<file path="config.mk">
export PLATFORM = sky130hd
export DESIGN_NAME = ram_bist_ctrl
export DESIGN_NICKNAME = d
export VERILOG_FILES = /design/src/rtl/ram_bist_ctrl.sv
export SDC_FILE = /design/constraint.sdc
export NUM_CORES = 1
export LEC_CHECK = 0
export ABC_AREA = 1
export BUFFER_PORTS_ARGS = -buffer_cell sky130_fd_sc_hd__buf_2
export CAP_MARGIN = 20
export CORE_MARGIN = 2
export CORE_UTILIZATION = 51
export DETAILED_ROUTE_END_ITERATION = 7
export GPL_ROUTABILITY_DRIVEN = 0
export PLACE_DENSITY = 0.76
export SETUP_SLACK_MARGIN = 0.05
export SLEW_MARGIN = 0
export SYNTH_ARGS = -nofsm -noshare
export SYNTH_HDL_FRONTEND = slang
export SYNTH_SLANG_ARGS = --single-unit
</file>
<file path="constraint.sdc">
create_clock -name wr_clk -period 2.02 [get_ports wr_clk]
set_clock_uncertainty 0.05 [all_clocks]
set_input_delay 0.303 -clock wr_clk [delete_from_list [all_inputs] [get_ports wr_clk]]
set_output_delay 0.303 -clock wr_clk [all_outputs]
set_load 0.1 [all_outputs]
</file>
<file path="src/rtl/ram_bist_ctrl.sv">
// ---------------------------------------------------------------------------
// ram_bist_ctrl
//   Built-in self-test initiator for a simple dual-port block RAM running on a
//   single clock. A run writes a generated pattern to every address, reads it
//   all back and checks each returned word, then repeats with the bitwise
//   complement so every cell bit is exercised at both 0 and 1.
//
//   Pattern: P(a,ph) = (all-ones - a) mod 2^DATA_WIDTH, inverted when ph=1.
//
// Ports
//   wr_clk          clock for the controller and both RAM ports
//   tb_wr_rst       asynchronous, active-high reset
//   start           begin a run (accepted only in IDLE or DONE)
//   busy            high while writing, reading or draining
//   done            high once a run has finished, until the next start
//   pass            valid with done: 1 when no mismatch was seen
//   err_cnt         saturating mismatch count
//   first_err_addr  address of the first mismatch of the run
//   ram_wr_en/_addr/_data   RAM write port (registered)
//   ram_rd_addr             RAM read address (registered)
//   ram_rd_data             RAM read data, sampled RD_LATENCY edges after the
//                           edge that updated ram_rd_addr
// ---------------------------------------------------------------------------
module ram_bist_ctrl #(
    parameter int ADDR_WIDTH    = 6,
    parameter int DATA_WIDTH    = 8,
    parameter int RD_LATENCY    = 3,
    parameter int ERR_CNT_WIDTH = 3
) (
    input  logic                     wr_clk,
    input  logic                     tb_wr_rst,
    input  logic                     start,
    output logic                     busy,
    output logic                     done,
    output logic                     pass,
    output logic [ERR_CNT_WIDTH-1:0] err_cnt,
    output logic [ADDR_WIDTH-1:0]    first_err_addr,
    output logic                     ram_wr_en,
    output logic [ADDR_WIDTH-1:0]    ram_wr_addr,
    output logic [DATA_WIDTH-1:0]    ram_wr_data,
    output logic [ADDR_WIDTH-1:0]    ram_rd_addr,
    input  logic [DATA_WIDTH-1:0]    ram_rd_data
);

    typedef enum logic [2:0] {
        ST_IDLE  = 3'd0,
        ST_WRITE = 3'd1,
        ST_READ  = 3'd2,
        ST_DRAIN = 3'd3,
        ST_DONE  = 3'd4
    } state_e;

    localparam logic [ADDR_WIDTH-1:0]    ADDR_ZERO  = {ADDR_WIDTH{1'b0}};
    localparam logic [ADDR_WIDTH-1:0]    ADDR_ONE   = ADDR_WIDTH'(1);
    localparam logic [ADDR_WIDTH-1:0]    ADDR_LAST  = {ADDR_WIDTH{1'b1}};
    localparam logic [DATA_WIDTH-1:0]    DATA_ZERO  = {DATA_WIDTH{1'b0}};
    localparam logic [2:0]               DRAIN_LAST = 3'(RD_LATENCY - 1);
    localparam logic [ERR_CNT_WIDTH-1:0] ERR_ZERO   = {ERR_CNT_WIDTH{1'b0}};
    localparam logic [ERR_CNT_WIDTH-1:0] ERR_ONE    = ERR_CNT_WIDTH'(1);
    localparam logic [ERR_CNT_WIDTH-1:0] ERR_MAX    = {ERR_CNT_WIDTH{1'b1}};

    // Test pattern for address a in phase ph.
    function automatic logic [DATA_WIDTH-1:0] pattern(input logic [ADDR_WIDTH-1:0] a,
                                                      input logic                  ph);
        logic [DATA_WIDTH-1:0] a_ext;
        logic [DATA_WIDTH-1:0] p;
        a_ext = DATA_WIDTH'(a);
        p     = {DATA_WIDTH{1'b1}} - a_ext;
        if (ph) begin
            p = ~p;
        end else begin
            p = p;
        end
        return p;
    endfunction

    state_e                  state_q, state_d;
    logic [ADDR_WIDTH-1:0]   addr_q, addr_d;
    logic                    phase_q, phase_d;
    logic [2:0]              drain_q, drain_d;
    logic                    run_clear_s;

    logic                    err_seen_q, err_seen_d;
    logic [ERR_CNT_WIDTH-1:0] err_cnt_q, err_cnt_d;
    logic [ADDR_WIDTH-1:0]   first_q, first_d;
    logic                    busy_q, busy_d;
    logic                    done_q, done_d;
    logic                    pass_q, pass_d;
    logic                    wr_en_q, wr_en_d;
    logic [ADDR_WIDTH-1:0]   wr_addr_q, wr_addr_d;
    logic [DATA_WIDTH-1:0]   wr_data_q, wr_data_d;
    logic [ADDR_WIDTH-1:0]   rd_addr_q, rd_addr_d;

    // Read-check pipeline: valid, address and phase of each outstanding read.
    logic [RD_LATENCY-1:0]                 pv_q, pv_d;
    logic [RD_LATENCY-1:0][ADDR_WIDTH-1:0] pa_q, pa_d;
    logic [RD_LATENCY-1:0]                 pp_q, pp_d;
    logic                                  mismatch_s;

    // FSM next state, address counter, phase and drain counter.
    always_comb begin
        state_d     = state_q;
        addr_d      = addr_q;
        phase_d     = phase_q;
        drain_d     = drain_q;
        run_clear_s = 1'b0;
        case (state_q)
            ST_IDLE, ST_DONE: begin
                if (start) begin
                    state_d     = ST_WRITE;
                    addr_d      = ADDR_ZERO;
                    phase_d     = 1'b0;
                    drain_d     = 3'd0;
                    run_clear_s = 1'b1;
                end else begin
                    state_d = state_q;
                end
            end
            ST_WRITE: begin
                if (addr_q == ADDR_LAST) begin
                    state_d = ST_READ;
                    addr_d  = ADDR_ZERO;
                end else begin
                    addr_d = addr_q + ADDR_ONE;
                end
            end
            ST_READ: begin
                if (addr_q == ADDR_LAST) begin
                    state_d = ST_DRAIN;
                    addr_d  = ADDR_ZERO;
                    drain_d = 3'd0;
                end else begin
                    addr_d = addr_q + ADDR_ONE;
                end
            end
            ST_DRAIN: begin
                if (drain_q == DRAIN_LAST) begin
                    drain_d = 3'd0;
                    if (!phase_q) begin
                        state_d = ST_WRITE;
                        phase_d = 1'b1;
                        addr_d  = ADDR_ZERO;
                    end else begin
                        state_d = ST_DONE;
                    end
                end else begin
                    drain_d = drain_q + 3'd1;
                end
            end
            default: begin
                state_d = ST_IDLE;
                addr_d  = ADDR_ZERO;
                phase_d = 1'b0;
                drain_d = 3'd0;
            end
        endcase
    end

    // Read-data check, error bookkeeping, pipeline shift and registered outputs.
    // Outputs are derived from the next state so each flop holds the value that
    // belongs to the cycle the FSM is entering.
    always_comb begin
        mismatch_s = pv_q[RD_LATENCY-1] &&
                     (ram_rd_data != pattern(pa_q[RD_LATENCY-1], pp_q[RD_LATENCY-1]));
        err_cnt_d  = err_cnt_q;
        first_d    = first_q;
        err_seen_d = err_seen_q;
        if (run_clear_s) begin
            err_cnt_d  = ERR_ZERO;
            first_d    = ADDR_ZERO;
            err_seen_d = 1'b0;
        end else if (mismatch_s) begin
            if (err_cnt_q != ERR_MAX) begin
                err_cnt_d = err_cnt_q + ERR_ONE;
            end else begin
                err_cnt_d = err_cnt_q;
            end
            if (!err_seen_q) begin
                err_seen_d = 1'b1;
                first_d    = pa_q[RD_LATENCY-1];
            end else begin
                first_d = first_q;
            end
        end else begin
            err_cnt_d = err_cnt_q;
        end

        pv_d    = pv_q;
        pa_d    = pa_q;
        pp_d    = pp_q;
        pv_d[0] = (state_d == ST_READ);
        pa_d[0] = addr_d;
        pp_d[0] = phase_d;
        for (int i = 1; i < RD_LATENCY; i++) begin
            pv_d[i] = pv_q[i-1];
            pa_d[i] = pa_q[i-1];
            pp_d[i] = pp_q[i-1];
        end

        busy_d  = (state_d == ST_WRITE) || (state_d == ST_READ) || (state_d == ST_DRAIN);
        done_d  = (state_d == ST_DONE);
        pass_d  = (state_d == ST_DONE) && (err_cnt_d == ERR_ZERO);
        wr_en_d = (state_d == ST_WRITE);
        if (state_d == ST_WRITE) begin
            wr_addr_d = addr_d;
            wr_data_d = pattern(addr_d, phase_d);
        end else begin
            wr_addr_d = wr_addr_q;
            wr_data_d = wr_data_q;
        end
        if (state_d == ST_READ) begin
            rd_addr_d = addr_d;
        end else begin
            rd_addr_d = rd_addr_q;
        end
    end

    // State and datapath registers with asynchronous reset.
    always_ff @(posedge wr_clk or posedge tb_wr_rst) begin
        if (tb_wr_rst) begin
            state_q    <= ST_IDLE;
            addr_q     <= ADDR_ZERO;
            phase_q    <= 1'b0;
            drain_q    <= 3'd0;
            err_seen_q <= 1'b0;
            err_cnt_q  <= ERR_ZERO;
            first_q    <= ADDR_ZERO;
            busy_q     <= 1'b0;
            done_q     <= 1'b0;
            pass_q     <= 1'b0;
            wr_en_q    <= 1'b0;
            wr_addr_q  <= ADDR_ZERO;
            wr_data_q  <= DATA_ZERO;
            rd_addr_q  <= ADDR_ZERO;
            pv_q       <= '0;
            pa_q       <= '0;
            pp_q       <= '0;
        end else begin
            state_q    <= state_d;
            addr_q     <= addr_d;
            phase_q    <= phase_d;
            drain_q    <= drain_d;
            err_seen_q <= err_seen_d;
            err_cnt_q  <= err_cnt_d;
            first_q    <= first_d;
            busy_q     <= busy_d;
            done_q     <= done_d;
            pass_q     <= pass_d;
            wr_en_q    <= wr_en_d;
            wr_addr_q  <= wr_addr_d;
            wr_data_q  <= wr_data_d;
            rd_addr_q  <= rd_addr_d;
            pv_q       <= pv_d;
            pa_q       <= pa_d;
            pp_q       <= pp_d;
        end
    end

    assign busy           = busy_q;
    assign done           = done_q;
    assign pass           = pass_q;
    assign err_cnt        = err_cnt_q;
    assign first_err_addr = first_q;
    assign ram_wr_en      = wr_en_q;
    assign ram_wr_addr    = wr_addr_q;
    assign ram_wr_data    = wr_data_q;
    assign ram_rd_addr    = rd_addr_q;

endmodule
</file>
==> impl_metrics.csv <==
group,metric,value,unit
timing,fin_ws,0.106,ns
yosys,synth_edf_count,0,
floorplan,dieWidth,78.6,µm
timing,slew_headroom,67.4,%
drt,drc,0,
yosys,yosysTopAreaCell,"dfrtp_1",
worst_setup_path,critPathLaunchType,"register",
grt,antenna_found_initial,0,
timing,rsz0062_at_grt,"yes",
grt,grt_use_met1,24.3,%
placement,pre_cts_ws,0.0169,ns
yosys,yosysUniqueCellTypes,34,
timing,finalCritPeriodShare,94.8,%
worst_setup_path,r2r-start,"pa_d[6]",
yosys,syn-cell-area,2840,µm²
drt,first_pass_iters,4,
floorplan,die_y,78.6,µm
cts,h-tree-depth,3,
floorplan,rows,27,
worst_setup_path,startpoint,"pa_d[6]",
yosys,synth_area_per_cell,8.88,µm²
yosys,synthTopCellsByArea,"dfrtp_1 (56%), nand2_1 (13%), inv_1 (5.2%), nand3_1 (4.1%), o21ai_1 (2.1%)",
yosys,ys_ff_latch,63,
timing,hold_viol_final,0,
drt,routed_wl,5660,µm
yosys,synthTopCellsByCount,"nand2_1 (101), dfrtp_1 (63), inv_1 (39)",
placement,io_buffers,43,
grt,grt_pass1_vias,2065,
drt,vias,2234,
timing,fmax,522,MHz
grt,busiest_layer,"met2",
floorplan,start_util,52.2,%
yosys,synth_fp_nets,333,
worst_setup_path,cpMaxStageDelayCell,"dfrtp_1",
grt,grt_max_degree,64,
worst_setup_path,cp_max_fo,8,
worst_hold_path,worstHoldStart,"pa_d[17]",
yosys,synth-simple-area-share,25.5,%
cts,cts_inserted_buffers,9,
placement,dp_hpwl,3880,µm
yosys,yosys.area.top_type_share,55.5,%
yosys,seq_area_frac_synth,55.5,%
worst_setup_path,cp_common_cell,"nor2_4",
final_layout,finalNetCount,394,
final_layout,multiInputGateArea,1090,µm²
worst_setup_path,worst_setup_path_end_kind,"register",
final_layout,area_growth,23.0,%
yosys,synth_top_family_by_area,"simple AND/OR/NAND/NOR gates",
grt,gr-usage-all-layers,19.8,%
cts,cts_max_path_buffers,2,
yosys,synth_xor_area_share,0.617,%
worst_setup_path,cpPeakStageDelay,0.41,ns
yosys,yosysWarnings,0,
drt,wl_per_cell,12.4,µm
yosys,synth_compound_area_share,9.60,%
final_layout,fillers,446,
final_layout,regArea,1580,µm²
timing,slew_viol_final,0,
drt,initialDrtViolationCount,100,
cts,clkSinkCount,63,
grt,overflow,0,
floorplan,ioPinCount,44,
yosys,synthMuxAreaShare,0,%
drt,via_per_inst,4.88,
worst_setup_path,critPathBufInv,3,
yosys,synth_fa_ha_area_share,0.881,%
cts,cts_tree,"yes",
timing,min_period,1.91,ns
run,maxCapViolCount,0,
timing,setup_viol_count_final,0,
timing,fin_setup_tns,0,ns
final_layout,post-route-util,64.2,%
outcome,outcome,"finished, final reports clean",
cts,clock_latency,0.34,ns
drt,antenna_left,0,
worst_setup_path,path_cells,"ha_2, nand2_2, inv_2, nand4_4, buf_6, nor2_4, nor2_4, inv_2, nor2_4, o21ai_1, o21ai_1",
grt,grtUsageMet3,6.78,%
floorplan,core,5440,µm²
yosys,synthCells,320,
worst_setup_path,worstSetupPathType,"register to register",
cts,clockRootBuffer,"clkbuf_8",
final_layout,drive_gt1_share,27.2,%
yosys,ys_async_sr_fraction,100,%
timing,tightest_slew,0.493,ns
floorplan,dieArea,6180,µm²
grt,grt_pass1_wl,9270,µm
yosys,synth-main-ff-cell,"dfrtp_1",
worst_hold_path,hp-class,"register to register",
cts,clk_pin_slew,0.07,ns
worst_setup_path,cp.arrival,2.13,ns
final_layout,n_antenna_cell,0,
worst_setup_path,required,2.24,ns
grt,grt_use_met2,32.1,%
yosys,synth.most_common_cell,"nand2_1",
worst_setup_path,crit_family,"simple AND/OR/NAND/NOR gates",
## worst paths after layout
check	to	slack, ns	cells after the start
worst max-delay path	ram_wr_data[3]	0.11	11
worst min-delay path	pa_q[17]	0.29	0
worst max register to register	ram_wr_data[3]	0.11	11
worst min register to register	pa_q[17]	0.29	0
max in group asynchronous	pa_d[8]	1.15	4
min in group asynchronous	pass	0.51	4
## state kept, by name (all words and copies together), names as in the netlist
| signal | cells |
|---|---|
| pa_d | 12 |
| ram_wr_data | 7 |
| first_err_addr | 6 |
| pa_q | 6 |
| ram_rd_addr | 6 |
| ram_wr_addr | 6 |
| drain_q | 3 |
| err_cnt | 3 |
| pp_q | 3 |
| pv_q | 3 |
| state_q | 3 |
| busy | 1 |
| done | 1 |
| err_seen_q | 1 |
| pass | 1 |
| ram_wr_en | 1 |
## final cells by class
class,count,area share [%]
inverters,49,5.27
multi-input cells,204,31.3
clock buffers,11,4.33
repair buffers,54,9.06
well taps,72,2.58
clock inverters,5,2.29
flip-flops and latches,63,45.1
## layout by cell type, fill, tap and decap left out, types with 2 or more instances in the layout
master / netlist / final
nor2_2: 2 / 6
nor2_1: 16 / 12
inv_1: 39 / 38
a21oi_1: 7 / 7
o21ai_2: 3 / 3
o21ai_0: 5 / 5
bufinv_16: 0 / 2
nand3_2: 2 / 2
o22ai_1: 4 / 4
clkbuf_8: 0 / 11
buf_4: 1 / 8
or2_1: 2 / 2
nand3_1: 23 / 23
dfrtp_1: 63 / 63
xor2_1: 2 / 2
nor2_4: 4 / 5
clkinvlp_4: 0 / 2
o21ai_1: 12 / 12
buf_2: 2 / 43
nand2_1: 101 / 100
inv_2: 9 / 10
o21a_1: 5 / 5
## per-layer routing
| metal | vias up | wire (µm) |
|---|---|---|
| li1 | 1126 | - |
| met1 | 1046 | 2630 |
| met2 | 52 | 2690 |
| met3 | 10 | 261 |
| met4 | 0 | 75 |
| met5 | - | 0 |
## cell families (layout without fill, tap and decap cells)
group	after synthesis	after routing
DFF	63	63
xor gates and xnor gates	2	2
adders and majority gates	2	2
and+or+nand+nor	157	158
buffers and inverters	54	119
AOI/OAI and AO/OA	42	42
## what timing repair did
item,4_1_cts,5_1_grt
gates resized for setup,1,11
pin swaps,0,5
cloned,0,1
buffers inserted,0,7
hold endpoints to repair,63,0
hold buffers,1,0
endpoints found under the setup margin,2,25
## through the flow
step / cell area [µm²] / hold slack, ns / cells
final: 3490 / 0.294 / 458
after global routing: 3490 / 0.309 / 458
after CTS: 3390 / 0.300 / 450
after detailed placement: 3140 / 0.285 / 433
after global placement: 3140 / 0.283 / 433
after floorplan: 2840 / 0.281 / 320
## worst reg2reg max path, cell delays in order, from the launching register on
cell and delay (ns):
dfrtp_1 0.41, ha_2 0.20, nand2_2 0.07, inv_2 0.06
nand4_4 0.07, buf_6 0.13, nor2_4 0.04, nor2_4 0.28
inv_2 0.09, nor2_4 0.20, o21ai_1 0.10, o21ai_1 0.14
Power is left out: the tool's default activity adds up to more than one toggle a clock period on the data nets, which glitch-free logic cannot reach.
